### config.mk
export PLATFORM = sky130hd
export DESIGN_NAME = cdb_arbiter_flat
export DESIGN_NICKNAME = d
export VERILOG_FILES = /design/src/rtl/cdb_arbiter_if.sv /design/src/rtl/cdb_arbiter.sv /design/src/flat_wrapper.sv
export SDC_FILE = /design/constraint.sdc
export NUM_CORES = 1
export LEC_CHECK = 0
export CAP_MARGIN = 20
export CORE_AREA = 8 8 176 178
export DETAILED_ROUTE_END_ITERATION = 12
export DIE_AREA = 0 0 184 186
export GPL_TIMING_DRIVEN = 0
export MAX_ROUTING_LAYER = met4
export PLACE_DENSITY = 0.73
export SYNTH_ARGS = -nofsm -noshare
export SYNTH_HDL_FRONTEND = slang
export SYNTH_SLANG_ARGS = --single-unit
export TNS_END_PERCENT = 1
### constraint.sdc
create_clock -name clk_in -period 13.5 [get_ports clk_in]
set_clock_uncertainty 0.05 [all_clocks]
set_input_delay 4.05 -clock clk_in [delete_from_list [all_inputs] [get_ports clk_in]]
set_output_delay 4.05 -clock clk_in [all_outputs]
set_load 0.1 [all_outputs]
### src/rtl/cdb_arbiter_if.sv
// cdb_arbiter_if: handshake and bus bundle for the CDB arbiter.
//   rdy_in/clear      global enable and ROB flush
//   alu_*             ALU result producer (valid/tag/value/npc, ready back)
//   lsb_*             LSB load result producer (valid/tag/value, ready back)
//   cdb_*             registered common data bus broadcast
//   err_overflow      sticky push-while-full flag
// master: the side that drives producers and consumes the CDB.
// slave:  the arbiter itself.
interface cdb_arbiter_if #(
    parameter int TAG_W  = 5,
    parameter int DATA_W = 32,
    parameter int ADDR_W = 32
);
    logic              rdy_in;
    logic              clear;
    logic              alu_valid;
    logic [TAG_W-1:0]  alu_tag;
    logic [DATA_W-1:0] alu_value;
    logic [ADDR_W-1:0] alu_npc;
    logic              alu_ready;
    logic              lsb_valid;
    logic [TAG_W-1:0]  lsb_tag;
    logic [DATA_W-1:0] lsb_value;
    logic              lsb_ready;
    logic              cdb_valid;
    logic [TAG_W-1:0]  cdb_tag;
    logic [DATA_W-1:0] cdb_value;
    logic [ADDR_W-1:0] cdb_npc;
    logic              cdb_has_npc;
    logic              err_overflow;

    modport master (
        output rdy_in, clear,
        output alu_valid, alu_tag, alu_value, alu_npc,
        output lsb_valid, lsb_tag, lsb_value,
        input  alu_ready, lsb_ready,
        input  cdb_valid, cdb_tag, cdb_value, cdb_npc, cdb_has_npc, err_overflow
    );

    modport slave (
        input  rdy_in, clear,
        input  alu_valid, alu_tag, alu_value, alu_npc,
        input  lsb_valid, lsb_tag, lsb_value,
        output alu_ready, lsb_ready,
        output cdb_valid, cdb_tag, cdb_value, cdb_npc, cdb_has_npc, err_overflow
    );
endinterface

### src/rtl/cdb_arbiter.sv
// cdb_arbiter: shares the ROB write-back bus (CDB) between the ALU and LSB.
// Each producer pushes into its own DEPTH-entry FIFO; a round-robin arbiter
// pops one head per cycle onto a registered CDB.
// Ports:
//   clk_in  clock
//   rst_in  synchronous active-high reset
//   bus     cdb_arbiter_if.slave (enable, flush, producer handshakes, CDB out)
module cdb_arbiter #(
    parameter int TAG_W  = 5,
    parameter int DATA_W = 32,
    parameter int ADDR_W = 32,
    parameter int DEPTH  = 2
) (
    input  logic          clk_in,
    input  logic          rst_in,
    cdb_arbiter_if.slave  bus
);
    localparam int PTR_W = $clog2(DEPTH);
    localparam int CNT_W = PTR_W + 1;

    typedef enum logic {SRC_ALU = 1'b0, SRC_LSB = 1'b1} src_e;

    logic [TAG_W-1:0]  alu_tag_q [DEPTH];
    logic [DATA_W-1:0] alu_val_q [DEPTH];
    logic [ADDR_W-1:0] alu_npc_q [DEPTH];
    logic [TAG_W-1:0]  lsb_tag_q [DEPTH];
    logic [DATA_W-1:0] lsb_val_q [DEPTH];

    logic [PTR_W-1:0] alu_wr, alu_rd, lsb_wr, lsb_rd;
    logic [CNT_W-1:0] alu_cnt, lsb_cnt;
    src_e             rr_last;

    logic              cdb_valid, cdb_has_npc, err_overflow;
    logic [TAG_W-1:0]  cdb_tag;
    logic [DATA_W-1:0] cdb_value;
    logic [ADDR_W-1:0] cdb_npc;

    logic active, alu_rdy, lsb_rdy, alu_push, lsb_push, alu_pop, lsb_pop;
    logic grant_alu, ovf;

    always_comb begin
        active    = bus.rdy_in & ~bus.clear;
        // Ready looks at the count only, so a pop in the same edge never opens a slot.
        alu_rdy   = active & (alu_cnt < CNT_W'(DEPTH));
        lsb_rdy   = active & (lsb_cnt < CNT_W'(DEPTH));
        alu_push  = bus.alu_valid & alu_rdy & (bus.alu_tag != '0);
        lsb_push  = bus.lsb_valid & lsb_rdy & (bus.lsb_tag != '0);
        // ALU wins when it is the only one with data, or on a tie when LSB went last.
        grant_alu = (alu_cnt != '0) & ((lsb_cnt == '0) | (rr_last == SRC_LSB));
        alu_pop   = active & grant_alu;
        lsb_pop   = active & ~grant_alu & (lsb_cnt != '0);
        ovf       = active & ((bus.alu_valid & ~alu_rdy) | (bus.lsb_valid & ~lsb_rdy));
    end

    // Storage carries no reset; the counts decide what is live.
    always_ff @(posedge clk_in) begin
        if (alu_push) begin
            alu_tag_q[alu_wr] <= bus.alu_tag;
            alu_val_q[alu_wr] <= bus.alu_value;
            alu_npc_q[alu_wr] <= bus.alu_npc;
        end
        if (lsb_push) begin
            lsb_tag_q[lsb_wr] <= bus.lsb_tag;
            lsb_val_q[lsb_wr] <= bus.lsb_value;
        end
    end

    always_ff @(posedge clk_in) begin
        if (rst_in) begin
            alu_wr       <= '0;
            alu_rd       <= '0;
            alu_cnt      <= '0;
            lsb_wr       <= '0;
            lsb_rd       <= '0;
            lsb_cnt      <= '0;
            rr_last      <= SRC_LSB;
            cdb_valid    <= 1'b0;
            cdb_tag      <= '0;
            cdb_value    <= '0;
            cdb_npc      <= '0;
            cdb_has_npc  <= 1'b0;
            err_overflow <= 1'b0;
        end else begin
            if (ovf) err_overflow <= 1'b1;
            if (bus.clear) begin
                alu_wr      <= '0;
                alu_rd      <= '0;
                alu_cnt     <= '0;
                lsb_wr      <= '0;
                lsb_rd      <= '0;
                lsb_cnt     <= '0;
                cdb_valid   <= 1'b0;
                cdb_tag     <= '0;
                cdb_value   <= '0;
                cdb_npc     <= '0;
                cdb_has_npc <= 1'b0;
            end else if (!bus.rdy_in) begin
                cdb_valid <= 1'b0;
            end else begin
                if (alu_push) alu_wr <= alu_wr + 1'b1;
                if (alu_pop)  alu_rd <= alu_rd + 1'b1;
                if (lsb_push) lsb_wr <= lsb_wr + 1'b1;
                if (lsb_pop)  lsb_rd <= lsb_rd + 1'b1;
                alu_cnt <= alu_cnt + CNT_W'(alu_push) - CNT_W'(alu_pop);
                lsb_cnt <= lsb_cnt + CNT_W'(lsb_push) - CNT_W'(lsb_pop);
                if (alu_pop) begin
                    cdb_valid   <= 1'b1;
                    cdb_tag     <= alu_tag_q[alu_rd];
                    cdb_value   <= alu_val_q[alu_rd];
                    cdb_npc     <= alu_npc_q[alu_rd];
                    cdb_has_npc <= 1'b1;
                    rr_last     <= SRC_ALU;
                end else if (lsb_pop) begin
                    cdb_valid   <= 1'b1;
                    cdb_tag     <= lsb_tag_q[lsb_rd];
                    cdb_value   <= lsb_val_q[lsb_rd];
                    cdb_npc     <= '0;
                    cdb_has_npc <= 1'b0;
                    rr_last     <= SRC_LSB;
                end else begin
                    cdb_valid <= 1'b0;
                end
            end
        end
    end

    assign bus.alu_ready    = alu_rdy;
    assign bus.lsb_ready    = lsb_rdy;
    assign bus.cdb_valid    = cdb_valid;
    assign bus.cdb_tag      = cdb_tag;
    assign bus.cdb_value    = cdb_value;
    assign bus.cdb_npc      = cdb_npc;
    assign bus.cdb_has_npc  = cdb_has_npc;
    assign bus.err_overflow = err_overflow;
endmodule
### src/flat_wrapper.sv
// flat-port wrapper written by rule: the top's interface ports become plain ports
module cdb_arbiter_flat 
#(
    parameter int TAG_W  = 5,
    parameter int DATA_W = 32,
    parameter int ADDR_W = 32,
    parameter int DEPTH  = 2
)
  (clk_in, rst_in, bus_rdy_in, bus_clear, bus_alu_valid, bus_alu_tag, bus_alu_value, bus_alu_npc, bus_lsb_valid, bus_lsb_tag, bus_lsb_value, bus_alu_ready, bus_lsb_ready, bus_cdb_valid, bus_cdb_tag, bus_cdb_value, bus_cdb_npc, bus_cdb_has_npc, bus_err_overflow);
  cdb_arbiter_if #(.TAG_W(TAG_W), .DATA_W(DATA_W), .ADDR_W(ADDR_W)) bus_i ();
  input  logic clk_in;
  input  logic rst_in;
  input wire logic [$bits(bus_i.rdy_in)-1:0] bus_rdy_in;
  input wire logic [$bits(bus_i.clear)-1:0] bus_clear;
  input wire logic [$bits(bus_i.alu_valid)-1:0] bus_alu_valid;
  input wire logic [$bits(bus_i.alu_tag)-1:0] bus_alu_tag;
  input wire logic [$bits(bus_i.alu_value)-1:0] bus_alu_value;
  input wire logic [$bits(bus_i.alu_npc)-1:0] bus_alu_npc;
  input wire logic [$bits(bus_i.lsb_valid)-1:0] bus_lsb_valid;
  input wire logic [$bits(bus_i.lsb_tag)-1:0] bus_lsb_tag;
  input wire logic [$bits(bus_i.lsb_value)-1:0] bus_lsb_value;
  output wire logic [$bits(bus_i.alu_ready)-1:0] bus_alu_ready;
  output wire logic [$bits(bus_i.lsb_ready)-1:0] bus_lsb_ready;
  output wire logic [$bits(bus_i.cdb_valid)-1:0] bus_cdb_valid;
  output wire logic [$bits(bus_i.cdb_tag)-1:0] bus_cdb_tag;
  output wire logic [$bits(bus_i.cdb_value)-1:0] bus_cdb_value;
  output wire logic [$bits(bus_i.cdb_npc)-1:0] bus_cdb_npc;
  output wire logic [$bits(bus_i.cdb_has_npc)-1:0] bus_cdb_has_npc;
  output wire logic [$bits(bus_i.err_overflow)-1:0] bus_err_overflow;
  assign bus_i.rdy_in = bus_rdy_in;
  assign bus_i.clear = bus_clear;
  assign bus_i.alu_valid = bus_alu_valid;
  assign bus_i.alu_tag = bus_alu_tag;
  assign bus_i.alu_value = bus_alu_value;
  assign bus_i.alu_npc = bus_alu_npc;
  assign bus_i.lsb_valid = bus_lsb_valid;
  assign bus_i.lsb_tag = bus_lsb_tag;
  assign bus_i.lsb_value = bus_lsb_value;
  assign bus_alu_ready = bus_i.alu_ready;
  assign bus_lsb_ready = bus_i.lsb_ready;
  assign bus_cdb_valid = bus_i.cdb_valid;
  assign bus_cdb_tag = bus_i.cdb_tag;
  assign bus_cdb_value = bus_i.cdb_value;
  assign bus_cdb_npc = bus_i.cdb_npc;
  assign bus_cdb_has_npc = bus_i.cdb_has_npc;
  assign bus_err_overflow = bus_i.err_overflow;
  cdb_arbiter #(.TAG_W(TAG_W), .DATA_W(DATA_W), .ADDR_W(ADDR_W), .DEPTH(DEPTH)) u_core (.clk_in(clk_in), .rst_in(rst_in), .bus(bus_i));
endmodule
==> impl_results.md <==
- Setup TNS: 0 ps
- Reg clk slew, reported paths: 60 ps
- CTS hold repair buffers: 0
- Sw Ratio: 20.1%
- Die H: 186 µm
- Top Ports: roughly 190
- WP data arrival: 6330 ps
- Post-Syn Area per Cell: 16.7 µm²
- IO buf count: 184
- Switching power: 0.000391 W
- Crit-path max FO: 7
- Multi-input gate area: 2750 µm²
- Max cap viols: 0
- Relative slew slack: 27.3%
- Cell Area, Synth: 11000 µm²
- Post-CTS sizing: 0
- Number of global-route vias before repair: about 7100
- Mapped Nets: 776
- Worst R2R End: u_core.lsb_cnt[1]$_SDFFE_PP0P_
- Worst Setup End Kind: primary output
- Drt drc: 0
- Clock Sinks: between 200 and 300
- Sequential area share after synthesis: 72.7%
- Setup slack after layout: 3070 ps
- Synth Flop Type: edfxtp_1
- Crit-path max cell delay: ~1300 ps
- Worst-Margin Slew: 1090 ps
- Fillcell total: 2382
- Worst setup SP type: primary input
- Total CTS buffers: 31
- Vias post-DR: 6637
- Fin nets: 1000
- Hold_sp: u_core.bus.cdb_npc[8]$_SDFFE_PP0P_
- R2r startpoint: u_core.alu_cnt[1]$_SDFFE_PP0P_
- Cell type with the largest total area after synthesis: edfxtp_1
- Clk root buf: clkbuf_16
- Period minus WS final: 10430 ps
- EDFF count, synth: 212
- Clock power share: 44.8%
- Crit-path cells: clkdlybuf4s50_1, nor3b_1, clkdlybuf4s50_1
- CP required: ~9400 ps
- Min-Delay Endpoint: u_core.bus.cdb_npc[8]$_SDFFE_PP0P_
- Pwr dens: 133 nW/µm²
- Max Buffers Root-to-Sink: 3
- Top-area cell type share of the netlist area: 57.6%
- Worst r2r path cells: 9
- Final-report hold violation count: 0
- Min-Delay Path Depth: 1
- DRT iter0 DRCs: 326
- Die W: 184 µm
- Seq cells post-synth: a little under 300
- Wire per inst: between 20 and 25 µm
- First-pass GRT wire length: 41000 µm
- DRT antenna net count: 0
- Pre-CTS setup slack: 3050 ps
- Async set-reset flop share out of synthesis: 0%
- Worst-Skew Late Latency: 550 ps
- Overall routing resource usage: between 15 and 20%
- H-tree Lvls: 1
- Period utilization: a little under 80%
- Yosys warning total: 0
- Static leakage: 4.60 nW
- Post-CTS setup buffers: 0
- Ranking of synthesized cells by area: edfxtp_1, dfxtp_1, mux2i_1
- Area delta synth->final: 32.2%
- Placed instance count: 1235
- Pin count of the biggest net entering global routing: 42
- DR vias/cell: slightly above 5
- Flop2flop setup slack: 10970 ps
- HPWL Detailed: ~19000 µm
- Sequential share of power: 50.8%
- Number of distinct standard cells referenced by the synthesized netlist: 42
- Status: completed
- Non-filler cells, final: 1296
- Post-synthesis cell count: 660
- Pre-antenna DRT Iters: 7
- Max Freq: around 0.096 GHz
- Initial Util: a little under 40%
- GP Congestion: 0.742
- Setup-failing EPs final: 0
- Crit-path slowest cell: clkdlybuf4s50_1
- Initial antenna violation count: 4
- Worst vdd ir: 0.108 mV
- Hold Crit Class: flop to flop
- Core area: 28200 µm²
- WS Path Type: primary input to primary output
- Layout cell share with drive strength beyond 1: 14.2%
- Row cnt: 62
- Internal: 0.00155 W
- RSZ-0062 raised after global routing: false
- Grt total ovfl: 0
- Crit-path most repeated cell: clkdlybuf4s50_1
- Final slew viol count: 0
- Die ar.: 34200 µm²
- Comb power frac: 4.4%
- Routed WL: 27300 µm
- CTS tree: yes
- Seq. cell area: 8030 µm²
## synthesized netlist by cell type (all sizes together) (6+ instances only)
cell type,n
nor2b,9
buf,26
o2bb2ai,21
mux2i,89
o21ai,14
nand4,11
mux2,17
o221ai,31
edfxtp,212
clkbuf,23
nor4,7
a2111oi,12
nor2,6
inv,6
dfxtp,83
o211ai,31
a21oi,24
## cell usage in the layout (no fill, tap or decap), types with 6 or more instances in the layout
cell             instances
a2111oi_0               12
a21oi_1                 24
buf_2                   13
buf_6                    6
clkbuf_1                28
clkbuf_16               31
clkdlybuf4s50_1        184
clkinv_2                 6
dfxtp_1                 83
edfxtp_1               212
inv_1                    6
mux2_2                  17
mux2i_1                 89
nand4_1                 11
nor2_1                   6
nor2b_1                  7
nor4_1                   7
o211ai_1                31
o21ai_0                 13
o221ai_2                29
o2bb2ai_1               21
## critical path, delay by kind of cell
family / cells / cell delay (ps)
AND/OR/NAND/NOR: 1 / 380
buffers and inverters: 2 / 1890
## through the flow
step	power (W)	util (%)	area (µm²)	hold slack [ps]
after floorplan	0.00103	-	11000	402
after global placement	0.00109	47.3	13400	394
after detailed placement	0.00109	48.0	13500	397
after CTS	0.00196	51.7	14600	416
after global routing	0.00200	51.7	14600	431
final	0.00194	51.7	14600	411
## worst max path at each step
stage               startpoint                                end  slack [ps]
global placement    bus_rdy_in  u_core.alu_val_q[0][17]$_DFFE_PP_        2190
CTS                 bus_rdy_in                      bus_alu_ready        3040
finish              bus_rdy_in                      bus_alu_ready        3070
global route        bus_rdy_in                      bus_alu_ready        2980
floorplan            bus_clear                      bus_alu_ready        2960
detailed placement  bus_rdy_in                      bus_alu_ready        3050
## logic make-up (layout without fill, tap and decap cells)
logic type | count (synthesis) | after routing | synth area share, %
buffers and inverters | 55 | 303 | 2.55
muxes | 106 | 106 | 9.80
and+or+nand+nor | 55 | 55 | 3.00
adders and majority gates | 4 | 4 | 0.453
DFF | 295 | 295 | 72.7
other | 0 | 4 | 0
xor gates and xnor gates | 2 | 2 | 0.159
AOI/OAI and AO/OA | 143 | 143 | 11.3
## per-layer routing
layer / part of all wire [%] / global-route usage [%] / wire length [µm]
met5: 0 / - / 0
met1: 44 / 20.4 / 12100
met2: 47 / 25.7 / 12800
met4: 2.3 / 3.97 / 621
met3: 6.3 / 3.38 / 1720
## state kept, by name, summed over array words and instances (netlist names), 2 cells and up, named ones only
name and cells:
u_core.alu_cnt 2, u_core.alu_npc_q 64, u_core.alu_tag_q 10, u_core.alu_val_q 64, u_core.bus.cdb_npc 32, u_core.bus.cdb_tag 5
u_core.bus.cdb_value 32, u_core.lsb_cnt 2, u_core.lsb_tag_q 10, u_core.lsb_val_q 64
## layout make-up
cell class,instances,share of cell area [%]
Sequential cell,295,55.0
Multi-Input combinational cell,310,18.9
Timing Repair Buffer,191,13.7
Clock buffer,38,5.63
Tap cell,384,3.29
Buffer,49,1.77
Clock inverter,19,1.53
Inverter,6,0.154
Antenna cell,4,0.0685
## power by group through the flow
stage,clock [W],sequential [W],combinational [W]
after floorplan,0,0.00101,0.0000251
after global placement,0,0.00101,0.0000796
after detailed placement,0,0.00100,0.0000848
after CTS,0.000888,0.000986,0.0000852
after global routing,0.000921,0.000986,0.0000904
final,0.000870,0.000986,0.0000844
(Power assumes the default switching activity.)
